## src/rtl/mem_port_arbiter_if.sv

```systemverilog
// Handshake bundle between the fetch/M-stage requesters, the port arbiter and
// the single-port memory.
interface mem_port_arbiter_if #(
    parameter int ADDR_W = 16,
    parameter int DATA_W = 16,
    parameter int REG_W  = 3
) ();
    logic              if_req;
    logic [ADDR_W-1:0] if_addr;
    logic [DATA_W-1:0] if_rdata;
    logic              if_ready;
    logic              stall_if;

    logic              m_read;
    logic              m_write;
    logic [ADDR_W-1:0] m_addr;
    logic [DATA_W-1:0] m_wdata;
    logic [REG_W-1:0]  m_dst;
    logic              m_done;
    logic              m_rvalid;
    logic [DATA_W-1:0] m_rdata;
    logic [REG_W-1:0]  m_rdst;
    logic              stall_m;

    logic              mem_en;
    logic              mem_we;
    logic [ADDR_W-1:0] mem_addr;
    logic [DATA_W-1:0] mem_wdata;
    logic [DATA_W-1:0] mem_rdata;

    modport slave (
        input  if_req, if_addr, m_read, m_write, m_addr, m_wdata, m_dst, mem_rdata,
        output if_rdata, if_ready, stall_if, m_done, m_rvalid, m_rdata, m_rdst, stall_m,
               mem_en, mem_we, mem_addr, mem_wdata
    );

    modport master (
        output if_req, if_addr, m_read, m_write, m_addr, m_wdata, m_dst, mem_rdata,
        input  if_rdata, if_ready, stall_if, m_done, m_rvalid, m_rdata, m_rdst, stall_m,
               mem_en, mem_we, mem_addr, mem_wdata
    );
endinterface

```

## src/rtl/mem_port_arbiter.sv

```systemverilog
// Arbiter for the single-port fixed-latency memory shared by instruction fetch
// and the M stage; M wins ties from idle, a completion hands the port over.
//
// state   | meaning
// IDLE    | port unused, grant on any eligible request
// BUSY_M  | M access in flight, completes when cnt==0 after the strobe cycle
// BUSY_IF | fetch access in flight, completes when cnt==0 after the strobe cycle
module mem_port_arbiter #(
    parameter int ADDR_W  = 16,
    parameter int DATA_W  = 16,
    parameter int REG_W   = 3,
    parameter int LATENCY = 2
) (
    input  logic              clk,
    input  logic              reset_n,
    mem_port_arbiter_if.slave bus
);
    typedef enum logic [1:0] {IDLE, BUSY_M, BUSY_IF} state_t;

    localparam logic [3:0] CNT_LOAD = 4'(LATENCY - 1);

    state_t     state;
    logic [3:0] cnt;
    logic       op_is_write;

    logic m_req, done_m, done_if, free, m_elig, if_elig;

    // The strobe cycle itself is not counted, so completion lands LATENCY
    // cycles after mem_en, exactly when mem_rdata is valid.
    always_comb begin
        m_req   = bus.m_read | bus.m_write;
        done_m  = (state == BUSY_M)  && (cnt == 4'd0) && !bus.mem_en;
        done_if = (state == BUSY_IF) && (cnt == 4'd0) && !bus.mem_en;
        free    = (state == IDLE) || done_m || done_if;
        m_elig  = m_req && !done_m;
        if_elig = bus.if_req && !done_if;
    end

    always_comb begin
        bus.if_ready = done_if;
        bus.if_rdata = done_if ? bus.mem_rdata : {DATA_W{1'b0}};
        bus.m_done   = done_m;
        bus.m_rvalid = done_m & ~op_is_write;
        bus.m_rdata  = done_m ? bus.mem_rdata : {DATA_W{1'b0}};
        bus.stall_m  = reset_n & m_req & ~done_m;
        bus.stall_if = reset_n & bus.if_req & ~done_if;
    end

    always_ff @(posedge clk or negedge reset_n) begin
        if (!reset_n) begin
            state         <= IDLE;
            cnt           <= 4'd0;
            op_is_write   <= 1'b0;
            bus.mem_en    <= 1'b0;
            bus.mem_we    <= 1'b0;
            bus.mem_addr  <= {ADDR_W{1'b0}};
            bus.mem_wdata <= {DATA_W{1'b0}};
            bus.m_rdst    <= {REG_W{1'b0}};
        end else begin
            bus.mem_en <= 1'b0;
            if (free) begin
                if (m_elig) begin
                    // both read and write high is treated as a store
                    bus.mem_en   <= 1'b1;
                    bus.mem_we   <= bus.m_write;
                    bus.mem_addr <= bus.m_addr;
                    if (bus.m_write) bus.mem_wdata <= bus.m_wdata;
                    bus.m_rdst   <= bus.m_dst;
                    op_is_write  <= bus.m_write;
                    cnt          <= CNT_LOAD;
                    state        <= BUSY_M;
                end else if (if_elig) begin
                    bus.mem_en   <= 1'b1;
                    bus.mem_we   <= 1'b0;
                    bus.mem_addr <= bus.if_addr;
                    cnt          <= CNT_LOAD;
                    state        <= BUSY_IF;
                end else begin
                    state <= IDLE;
                end
            end else if (!bus.mem_en) begin
                cnt <= cnt - 4'd1;
            end
        end
    end
endmodule
```

## src/flat_wrapper.sv

```systemverilog
// flat-port wrapper written by rule: the top's interface ports become plain ports
module mem_port_arbiter_flat 
#(
    parameter int ADDR_W  = 16,
    parameter int DATA_W  = 16,
    parameter int REG_W   = 3,
    parameter int LATENCY = 2
)
  (clk, reset_n, bus_if_req, bus_if_addr, bus_m_read, bus_m_write, bus_m_addr, bus_m_wdata, bus_m_dst, bus_mem_rdata, bus_if_rdata, bus_if_ready, bus_stall_if, bus_m_done, bus_m_rvalid, bus_m_rdata, bus_m_rdst, bus_stall_m, bus_mem_en, bus_mem_we, bus_mem_addr, bus_mem_wdata);
  mem_port_arbiter_if #(.ADDR_W(ADDR_W), .DATA_W(DATA_W), .REG_W(REG_W)) bus_i ();
  input  logic clk;
  input  logic reset_n;
  input wire logic [$bits(bus_i.if_req)-1:0] bus_if_req;
  input wire logic [$bits(bus_i.if_addr)-1:0] bus_if_addr;
  input wire logic [$bits(bus_i.m_read)-1:0] bus_m_read;
  input wire logic [$bits(bus_i.m_write)-1:0] bus_m_write;
  input wire logic [$bits(bus_i.m_addr)-1:0] bus_m_addr;
  input wire logic [$bits(bus_i.m_wdata)-1:0] bus_m_wdata;
  input wire logic [$bits(bus_i.m_dst)-1:0] bus_m_dst;
  input wire logic [$bits(bus_i.mem_rdata)-1:0] bus_mem_rdata;
  output wire logic [$bits(bus_i.if_rdata)-1:0] bus_if_rdata;
  output wire logic [$bits(bus_i.if_ready)-1:0] bus_if_ready;
  output wire logic [$bits(bus_i.stall_if)-1:0] bus_stall_if;
  output wire logic [$bits(bus_i.m_done)-1:0] bus_m_done;
  output wire logic [$bits(bus_i.m_rvalid)-1:0] bus_m_rvalid;
  output wire logic [$bits(bus_i.m_rdata)-1:0] bus_m_rdata;
  output wire logic [$bits(bus_i.m_rdst)-1:0] bus_m_rdst;
  output wire logic [$bits(bus_i.stall_m)-1:0] bus_stall_m;
  output wire logic [$bits(bus_i.mem_en)-1:0] bus_mem_en;
  output wire logic [$bits(bus_i.mem_we)-1:0] bus_mem_we;
  output wire logic [$bits(bus_i.mem_addr)-1:0] bus_mem_addr;
  output wire logic [$bits(bus_i.mem_wdata)-1:0] bus_mem_wdata;
  assign bus_i.if_req = bus_if_req;
  assign bus_i.if_addr = bus_if_addr;
  assign bus_i.m_read = bus_m_read;
  assign bus_i.m_write = bus_m_write;
  assign bus_i.m_addr = bus_m_addr;
  assign bus_i.m_wdata = bus_m_wdata;
  assign bus_i.m_dst = bus_m_dst;
  assign bus_i.mem_rdata = bus_mem_rdata;
  assign bus_if_rdata = bus_i.if_rdata;
  assign bus_if_ready = bus_i.if_ready;
  assign bus_stall_if = bus_i.stall_if;
  assign bus_m_done = bus_i.m_done;
  assign bus_m_rvalid = bus_i.m_rvalid;
  assign bus_m_rdata = bus_i.m_rdata;
  assign bus_m_rdst = bus_i.m_rdst;
  assign bus_stall_m = bus_i.stall_m;
  assign bus_mem_en = bus_i.mem_en;
  assign bus_mem_we = bus_i.mem_we;
  assign bus_mem_addr = bus_i.mem_addr;
  assign bus_mem_wdata = bus_i.mem_wdata;
  mem_port_arbiter #(.ADDR_W(ADDR_W), .DATA_W(DATA_W), .REG_W(REG_W), .LATENCY(LATENCY)) u_core (.clk(clk), .reset_n(reset_n), .bus(bus_i));
endmodule
```

## config.mk

```make
export PLATFORM = sky130hd
export DESIGN_NAME = mem_port_arbiter_flat
export DESIGN_NICKNAME = d
export VERILOG_FILES = /design/src/rtl/mem_port_arbiter_if.sv /design/src/rtl/mem_port_arbiter.sv /design/src/flat_wrapper.sv
export SDC_FILE = /design/constraint.sdc
export NUM_CORES = 1
export LEC_CHECK = 0
export ABC_AREA = 1
export CORE_MARGIN = 10
export CORE_UTILIZATION = 34
export CTS_CLUSTER_SIZE = 25
export DETAILED_ROUTE_END_ITERATION = 10
export PLACE_DENSITY = 0.8
export SKIP_CTS_REPAIR_TIMING = 1
export SLEW_MARGIN = 15
export SYNTH_ARGS = -nofsm -noshare
export SYNTH_HDL_FRONTEND = slang
export SYNTH_SLANG_ARGS = --single-unit
export TNS_END_PERCENT = 100
```

## constraint.sdc

```tcl
create_clock -name clk -period 1.7 [get_ports clk]
set_input_delay 0.34 -clock clk [delete_from_list [all_inputs] [get_ports clk]]
set_output_delay 0.34 -clock clk [all_outputs]
set_load 0.005 [all_outputs]
```

# ---- Yosys cells after proc, flatten, opt, wreduce, memory -nomap -nowiden
# Cells that the tools add are included.
dict set report op_classes {
  add_sub_neg 1
  eq_ne 4
  mux 15
  bitwise_logic 9
  n_reduce_logical 18
}
# cell count
set ops {}
lappend ops {{2-to-1 mux 16 bit} 4}
lappend ops {{2-to-1 mux 4 bit} 4}
lappend ops {{logical AND 1 bit} 6}
lappend ops {{AND reduction 2 bit} 3}
lappend ops {{AND 1 bit} 5}
lappend ops {{2-to-1 mux 1 bit} 5}
lappend ops {{logical NOT 4 bit} 1}
lappend ops {{2-to-1 mux 2 bit} 2}
lappend ops {{subtractor 4 x 1 -> 4 bit (second input constant)} 1}
lappend ops {{logical NOT 1 bit} 3}
lappend ops {{!= test 3 bit (second input constant)} 1}
lappend ops {{NOT 1 bit} 3}
lappend ops {{AND reduction 3 bit} 1}
lappend ops {{== test 2 x 1 -> 1 bit (second input constant)} 1}
lappend ops {{== test 2 bit (second input constant)} 1}
lappend ops {{logical NOT 2 bit} 1}
lappend ops {{logical OR 1 bit} 2}
lappend ops {{!= test 2 bit (second input constant)} 1}
lappend ops {{nonzero test 2 bit} 1}
lappend ops {{bitwise OR 1 bit} 1}
dict set report totals {
  ff_bits 44
  input_bits 72
  wordCells 55
}

# ---- Logic depth before layout (Yosys ltp)
# Gate-level depths: netlist of run 1.
dict set report logic_depth {
  depth_word 8
  mapped_depth 13
  ltp_nobuf 11
}

# ---- Worst setup path after synthesis of run 1
# OpenSTA, ideal clock, no wires.
dict set report synth_path {
  kind {flip-flop to output port}
  start {register u_core.cnt[0]}
  end {output bus_m_rdata[10]}
  arrival_ns 1.350
  required_ns 1.360
  slack_ns 0.010
  stages_incl_launch_ff 9
  path_cell_list {dfrtp_1 inv_1 ha_1 nand2_2 nor2_4 nand2_4 buf_2 buf_2 nor2_1}
}
dict set report synth_via {
  elab_chain_cells 4
}
# element line_no
set synth_rtl {}
lappend synth_rtl {{from (decl)} mem_port_arbiter.sv:23} ;# logic [3:0] cnt;
lappend synth_rtl {{from (signal assigned)} mem_port_arbiter.sv:82} ;# cnt <= cnt - 4'd1;
lappend synth_rtl {{logical NOT 4 bit} mem_port_arbiter.sv:32} ;# done_m = (state == BUSY_M) && (cnt == 4'd0) && !bus.mem_en;
lappend synth_rtl {{logical AND 1 bit (2 in series)} mem_port_arbiter.sv:32}
lappend synth_rtl {{2-to-1 mux 16 bit} mem_port_arbiter.sv:44} ;# bus.m_rdata = done_m ? bus.mem_rdata : {DATA_W{1'b0}};
lappend synth_rtl {{to (decl)} flat_wrapper.sv:26} ;# output wire logic [$bits(bus_i.m_rdata)-1:0] bus_m_rdata;
# No other way between the ends.

# ---- Worst setup path after layout of run 1
dict set report layout_path {
  start {register u_core.cnt[1]}
  end {output bus_if_rdata[8]}
}
dict set report layout_via {
  elab_chain_cells 4
}
# element line_no
set layout_rtl {}
lappend layout_rtl {{logical NOT 4 bit} mem_port_arbiter.sv:33} ;# done_if = (state == BUSY_IF) && (cnt == 4'd0) && !bus.mem_en;
lappend layout_rtl {{logical AND 1 bit (2 in series)} mem_port_arbiter.sv:33}
lappend layout_rtl {{2-to-1 mux 16 bit} mem_port_arbiter.sv:41} ;# bus.if_rdata = done_if ? bus.mem_rdata : {DATA_W{1'b0}};
lappend layout_rtl {{to (decl)} flat_wrapper.sv:21} ;# output wire logic [$bits(bus_i.if_rdata)-1:0] bus_if_rdata;
# No other way between the ends.

==> results.cfg, run 1 <==
[drt]
first_iter_violations = 82
drcViolationCount = 0
ant_nets = 0
viasPerCell = 4.57
wirelength_um = 10200
wl_per_cell_um = 16.7
vias = 2790
first_pass_iters = 4

[synthesis]
synth_ff_type = dfrtp_1
ys_top_cells_by_count = nand2_1, dfrtp_1, nor2_1, inv_1, nand3_1
synth.avg_cell_area_um2 = 7.45
yosysUniqueCellTypes = 25
synth_top_area_share = 0.459
synth.most_common_cell = nand2_1
netlist_area_mm2 = 0.00240
synth_top_area_cell = dfrtp_1
yosysWarnings = 0
synth_edf_count = 0
synthTopCellsByArea = dfrtp_1, nand2_1, nor2_1
synth_nets = 395
synthArstFlopShare = 1.00
ys_seq_area_frac = 0.459
synth_cells = 322
ys_seq_elements = 44

[die]
floorplan.rows = 30
die_x_um = 104
fp.dieH_um = 104
die-area_mm2 = 0.0108
coreArea_mm2 = 0.00683
initial_core_util = 0.351
ios = 146

[sta]
worst_slack_ns = -0.351
clock_skew_ns = 0.00466
hold_ws_ns = 0.157
tightestPinTransition_ns = 0.567
rsz0062_at_grt = yes
period_needed_ns = 2.05
finalCritPeriodShare = 1.21
max_freq_mhz = 488
setup_viol = 81
relSlewSlack = 0.622
tns_ns = -19.77
finalHoldViolations = 0
slew_viol_final = 0

[global_route]
track_usage = 0.145
grt_pass1_vias = 2634
antenna_found_initial = 0
gr-total-overflow = 0
grt_pass1_wl_um = 13100
grt_max_degree = 45

[worst_setup_path]
cp-end-kind = output pin
worst_setup_path_start_kind = flip-flop
rr_endpoint = u_core.bus.mem_wdata[13]
rrSetupSlack_ns = -0.27
rr_worst_depth = 12
worstSetupPathType = flip-flop to output pin
critPathRequiredTime_ns = 1.36
arrival_ns = 1.71
cp_max_fo = 6
critPathLaunch = u_core.cnt[1]
r2r-start = u_core.cnt[1]
crit_end = bus_if_rdata[8]

[placed_design]
dp_slack_ns = -0.432
dpl.hpwl_um = 6610
place.gp.congestion = 0.800
port_buffers = 145

[pwr]
p_switching_w = 0.000501
pwr-share-comb = 0.157
powerDensity_mw_per_mm2 = 457
internal-power_w = 0.00168
p_sw_frac = 0.229
fin_total_pwr_w = 0.00218
leakage_nw = 2.49
seqPwrFrac = 0.479
vdd_ir_drop_max_v = 0.000357
clockPowerShare = 0.364

[run]
drv_cap = 0

[clocking]
cts_sinks = 44
cts_buffer_depth = 2
root_buffer = clkbuf_8
cts_tree = built
clk_pin_slew_ns = 0.08
h-tree-depth = 2
cts_made_buffers = 5
clkLatencyLatePin_ns = 0.29

[final_layout]
diodes = 0
final_nets = 587
fillers = 545
final_util = 0.699
syn_to_final_growth_pct = 99.2
drive_gt1_frac = 0.303

[worst_hold_path]
hp-class = primary input to async pin

[outcome]
failed_checks = setup timing
status = finished, violations left
## cell type report
cell class                 instances  area, um2  share of cell area
clock buffer                       5       68.8              0.0144
clock inverter                     3       42.5             0.00891
inverter                          31        136              0.0286
multi-input combinational        240       1410               0.296
sequential                        44       1100               0.231
tap                               96        120              0.0252
timing repair buffer             191       1890               0.395
timing repair inverter             1       8.76             0.00183
## per-layer routing
| layer | vias to the layer above | part of all wire | track usage |
|---|---|---|---|
| met5 | - | 0 | 0 |
| met4 | 0 | 0.013 | 0.0298 |
| met3 | 14 | 0.075 | 0.0638 |
| met2 | 130 | 0.50 | 0.242 |
| met1 | 1289 | 0.41 | 0.167 |
| li1 | 1357 | - | - |
## flip-flops by register name (all words and copies together), names as in the netlist
| signal | flops |
|---|---|
| u_core.state | 2 |
| u_core.bus.mem_en | 1 |
| u_core.cnt | 4 |
| u_core.op_is_write | 1 |
| u_core.bus.mem_addr | 16 |
| u_core.bus.m_rdst | 3 |
| u_core.bus.mem_we | 1 |
| u_core.bus.mem_wdata | 16 |
## through the flow
stage / cells / cell area (um2)
after floorplan: 322 / 2400
after global routing: 611 / 4780
after detailed placement: 568 / 4010
after CTS: 576 / 4120
final: 611 / 4780
after global placement: 568 / 4010
## worst max-delay path, stage by stage (launching register included)
cell     delay, ns
dfrtp_1       0.41
inv_2         0.10
ha_4          0.15
nand2_4       0.05
nor2_4        0.14
buf_12        0.18
nand2_8       0.08
buf_6         0.12
nor2_2        0.06
buf_2         0.12
## power by group through the flow
stage / logic, W / clock network (W) / registers [W]
after detailed placement: 0.000297 / 0 / 0.00107
after floorplan: 0.0000913 / 0 / 0.00107
after CTS: 0.000298 / 0.000821 / 0.00105
after global routing: 0.000368 / 0.000869 / 0.00105
after global placement: 0.000292 / 0 / 0.00107
final: 0.000344 / 0.000795 / 0.00105
## cells by family (layout without fill, tap and decap cells)
logic type | after synthesis | after routing | share of synthesized area
compound gates | 2 | 2 | 0.00418
flops | 44 | 44 | 0.459
fa+ha+maj | 1 | 1 | 0.00522
xor+xnor | 2 | 2 | 0.00731
simple gates | 227 | 235 | 0.419
buf+inv | 46 | 231 | 0.105
## placed cells by master, fill, tap and decap left out, types with 11 or more instances in the layout
master	Yosys	routed
nand2_1	144	141
clkdlybuf4s50_1	0	107
dfrtp_1	44	44
inv_1	27	25
nand3_1	24	24
buf_4	4	20
buf_2	6	18
buf_6	3	18
nor2_4	1	17
nor2_2	1	13
clkbuf_2	0	12
nand2_8	1	11
## worst min path at each step
| stage | endpoint | slack (ns) | cells past startpoint |
|---|---|---|---|
| floorplan | u_core.bus.m_rdst[0] | 0.04 | 0 |
| global placement | u_core.bus.mem_wdata[8] | 0.45 | 2 |
| detailed placement | u_core.bus.mem_wdata[7] | 0.46 | 2 |
| CTS | u_core.bus.mem_addr[2] | 0.16 | 2 |
| global route | u_core.bus.mem_addr[0] | 0.19 | 2 |
| finish | u_core.bus.mem_addr[0] | 0.16 | 2 |
Power figures use the tool's default switching activity.
==> inputs of run 2 (changes only) <==
- GPL_TIMING_DRIVEN: default -> 0
==> run 2 against run 1 <==
  * The flow still finishes with violations (setup timing)
  * Sequential share of layout area up 0.56 points
  * Largest cell class unchanged
  * Sequential power about the same
  * Power down 5.6%
  * Via count down 5.3%
  * First-iteration DRC count down 4.9%
  * Combinational power down 2%
==> results.cfg, run 2 (synthesis results as in run 1) <==
[final_layout]
drive_gt1_frac = 0.331
layout_commonest_cell = nand2_1
syn_to_final_growth_pct = 94.5
final_nets = 577
reg_top3 = u_core.bus.mem_addr: 16 flops, u_core.bus.mem_wdata: 16 flops, u_core.cnt: 4 flops
diodes = 0
layout_common_cells = nand2_1, clkdlybuf4s50_1, dfrtp_1
fillers = 564

[worst_setup_path]
crit_family = buffers and inverters
arrival_ns = 1.81
cp-end-kind = output pin
max_stage_delay_ns = 0.41
worst_setup_path_start_kind = flip-flop
crit_chain = inv_2 -> ha_4 -> nand2_4 -> nor2_4 -> nand2_4 -> buf_6 -> buf_6 -> nor2_1 -> buf_2
cp_max_fo = 10
crit_buf_inv = 4
cp_slowest_cell = dfrtp_1
critPathRequiredTime_ns = 1.36
worstSetupPathType = flip-flop to output pin

[sta]
hold_ws_ns = 0.0230
period_needed_ns = 2.15
relSlewSlack = 0.640
worst_slack_ns = -0.447
max_freq_mhz = 466
slew_viol_final = 0
setup_viol = 81
tightestPinTransition_ns = 0.540
finalHoldViolations = 0
clock_skew_ns = 0.0113
finalCritPeriodShare = 1.26
rsz0062_at_grt = yes

[global_route]
grt_pass1_vias = 2640
grt_max_degree = 25
antenna_found_initial = 0
gr-total-overflow = 0
track_usage = 0.150
grt_pass1_wl_um = 13500

[die]
die-area_mm2 = 0.0108
ios = 146
initial_core_util = 0.351
floorplan.rows = 30
die_x_um = 104
coreArea_mm2 = 0.00683
fp.dieH_um = 104

[clocking]
cts_sinks = 44
cts_tree = built
h-tree-depth = 2
clk_pin_slew_ns = 0.08
root_buffer = clkbuf_8
cts_made_buffers = 5
clkLatencyLatePin_ns = 0.29
cts_buffer_depth = 2

[outcome]
failed_checks = setup timing
status = finished, violations left

[placed_design]
place.gp.congestion = 0.815
dpl.hpwl_um = 6840
port_buffers = 145

[drt]
ant_nets = 0
vias = 2642
wirelength_um = 9330
wl_per_cell_um = 15.5
drcViolationCount = 0
first_iter_violations = 78
first_pass_iters = 4
viasPerCell = 4.40

[run]
drv_cap = 0

[worst_hold_path]
hp-class = primary input to async pin

[pwr]
leakage_nw = 2.46
vdd_ir_drop_max_v = 0.000308
fin_total_pwr_w = 0.00206
powerDensity_mw_per_mm2 = 442
==> run 2: changes by cell type in the layout (fill, tap and decap cells not counted), sizes merged <==
cell	before	now
clkbuf	20	24
nand2	168	160
bufinv	1	0
clkinv	2	1
dlymetal6s2s	3	1
buf	66	65
inv	31	30
==> run 2: worst reg2reg max path, delay by kind of cell, from the launching register on <==
family,cells,cell delay [ns]
simple gates,8,0.57
buf+inv,6,0.66
flops,1,0.41
fa+ha+maj,1,0.15
==> run 2: layer usage <==
| layer | track usage | wire, um |
|---|---|---|
| met2 | 0.260 | 4630 |
| met3 | 0.0626 | 790 |
| met5 | 0 | 0 |
| met1 | 0.170 | 3850 |
| met4 | 0.0268 | 57 |
==> run 2: worst paths after layout <==
| path | from | endpoint | slack [ns] | cells after the start |
|---|---|---|---|---|
| hold / removal | reset_n | u_core.bus.mem_addr[0] | 0.02 | 1 |
| hold reg to reg | u_core.bus.mem_wdata[5] | u_core.bus.mem_wdata[5] | 0.48 | 2 |
| setup / recovery | u_core.cnt[0] | bus_m_rdata[9] | -0.45 | 9 |
| setup reg to reg | u_core.cnt[0] | u_core.bus.mem_addr[1] | -0.19 | 15 |
| max in group asynchronous | reset_n | u_core.state[1] | 1.17 | 2 |
| min in group clk | u_core.bus.mem_wdata[5] | u_core.bus.mem_wdata[5] | 0.48 | 2 |
==> run 2: cell type report <==
type	instances	area (um2)	area share
tap	96	120	0.0258
multi-input combinational	232	1310	0.281
clock inverter	1	7.51	0.00161
inverter	31	134	0.0287
timing repair buffer	175	1690	0.362
clock buffer	7	86.3	0.0185
buffer	15	218	0.0467
sequential	44	1100	0.236
==> run 2: per-stage QoR <==
stage / std cells / worst slack, ns / TNS, ns / utilization / instance area (um2)
6_report: 601 / -0.447 / -18.10 / 0.683 / 4660
5_1_grt: 601 / -0.515 / -24.86 / 0.683 / 4660
3_5_place_dp: 564 / -0.746 / -24.83 / 0.584 / 3990
4_1_cts: 572 / -1.06 / -33.46 / 0.598 / 4090
3_3_place_gp: 563 / -1.83 / -67.20 / 0.581 / 3970
2_1_floorplan: 322 / 0.0100 / 0 / - / 2400
==> run 2: power breakdown <==
group	total (W)	internal (W)	switching [W]
combinational	0.000336	0.000202	0.000134
sequential	0.00105	0.00105	0
clock	0.000681	0.000331	0.000351
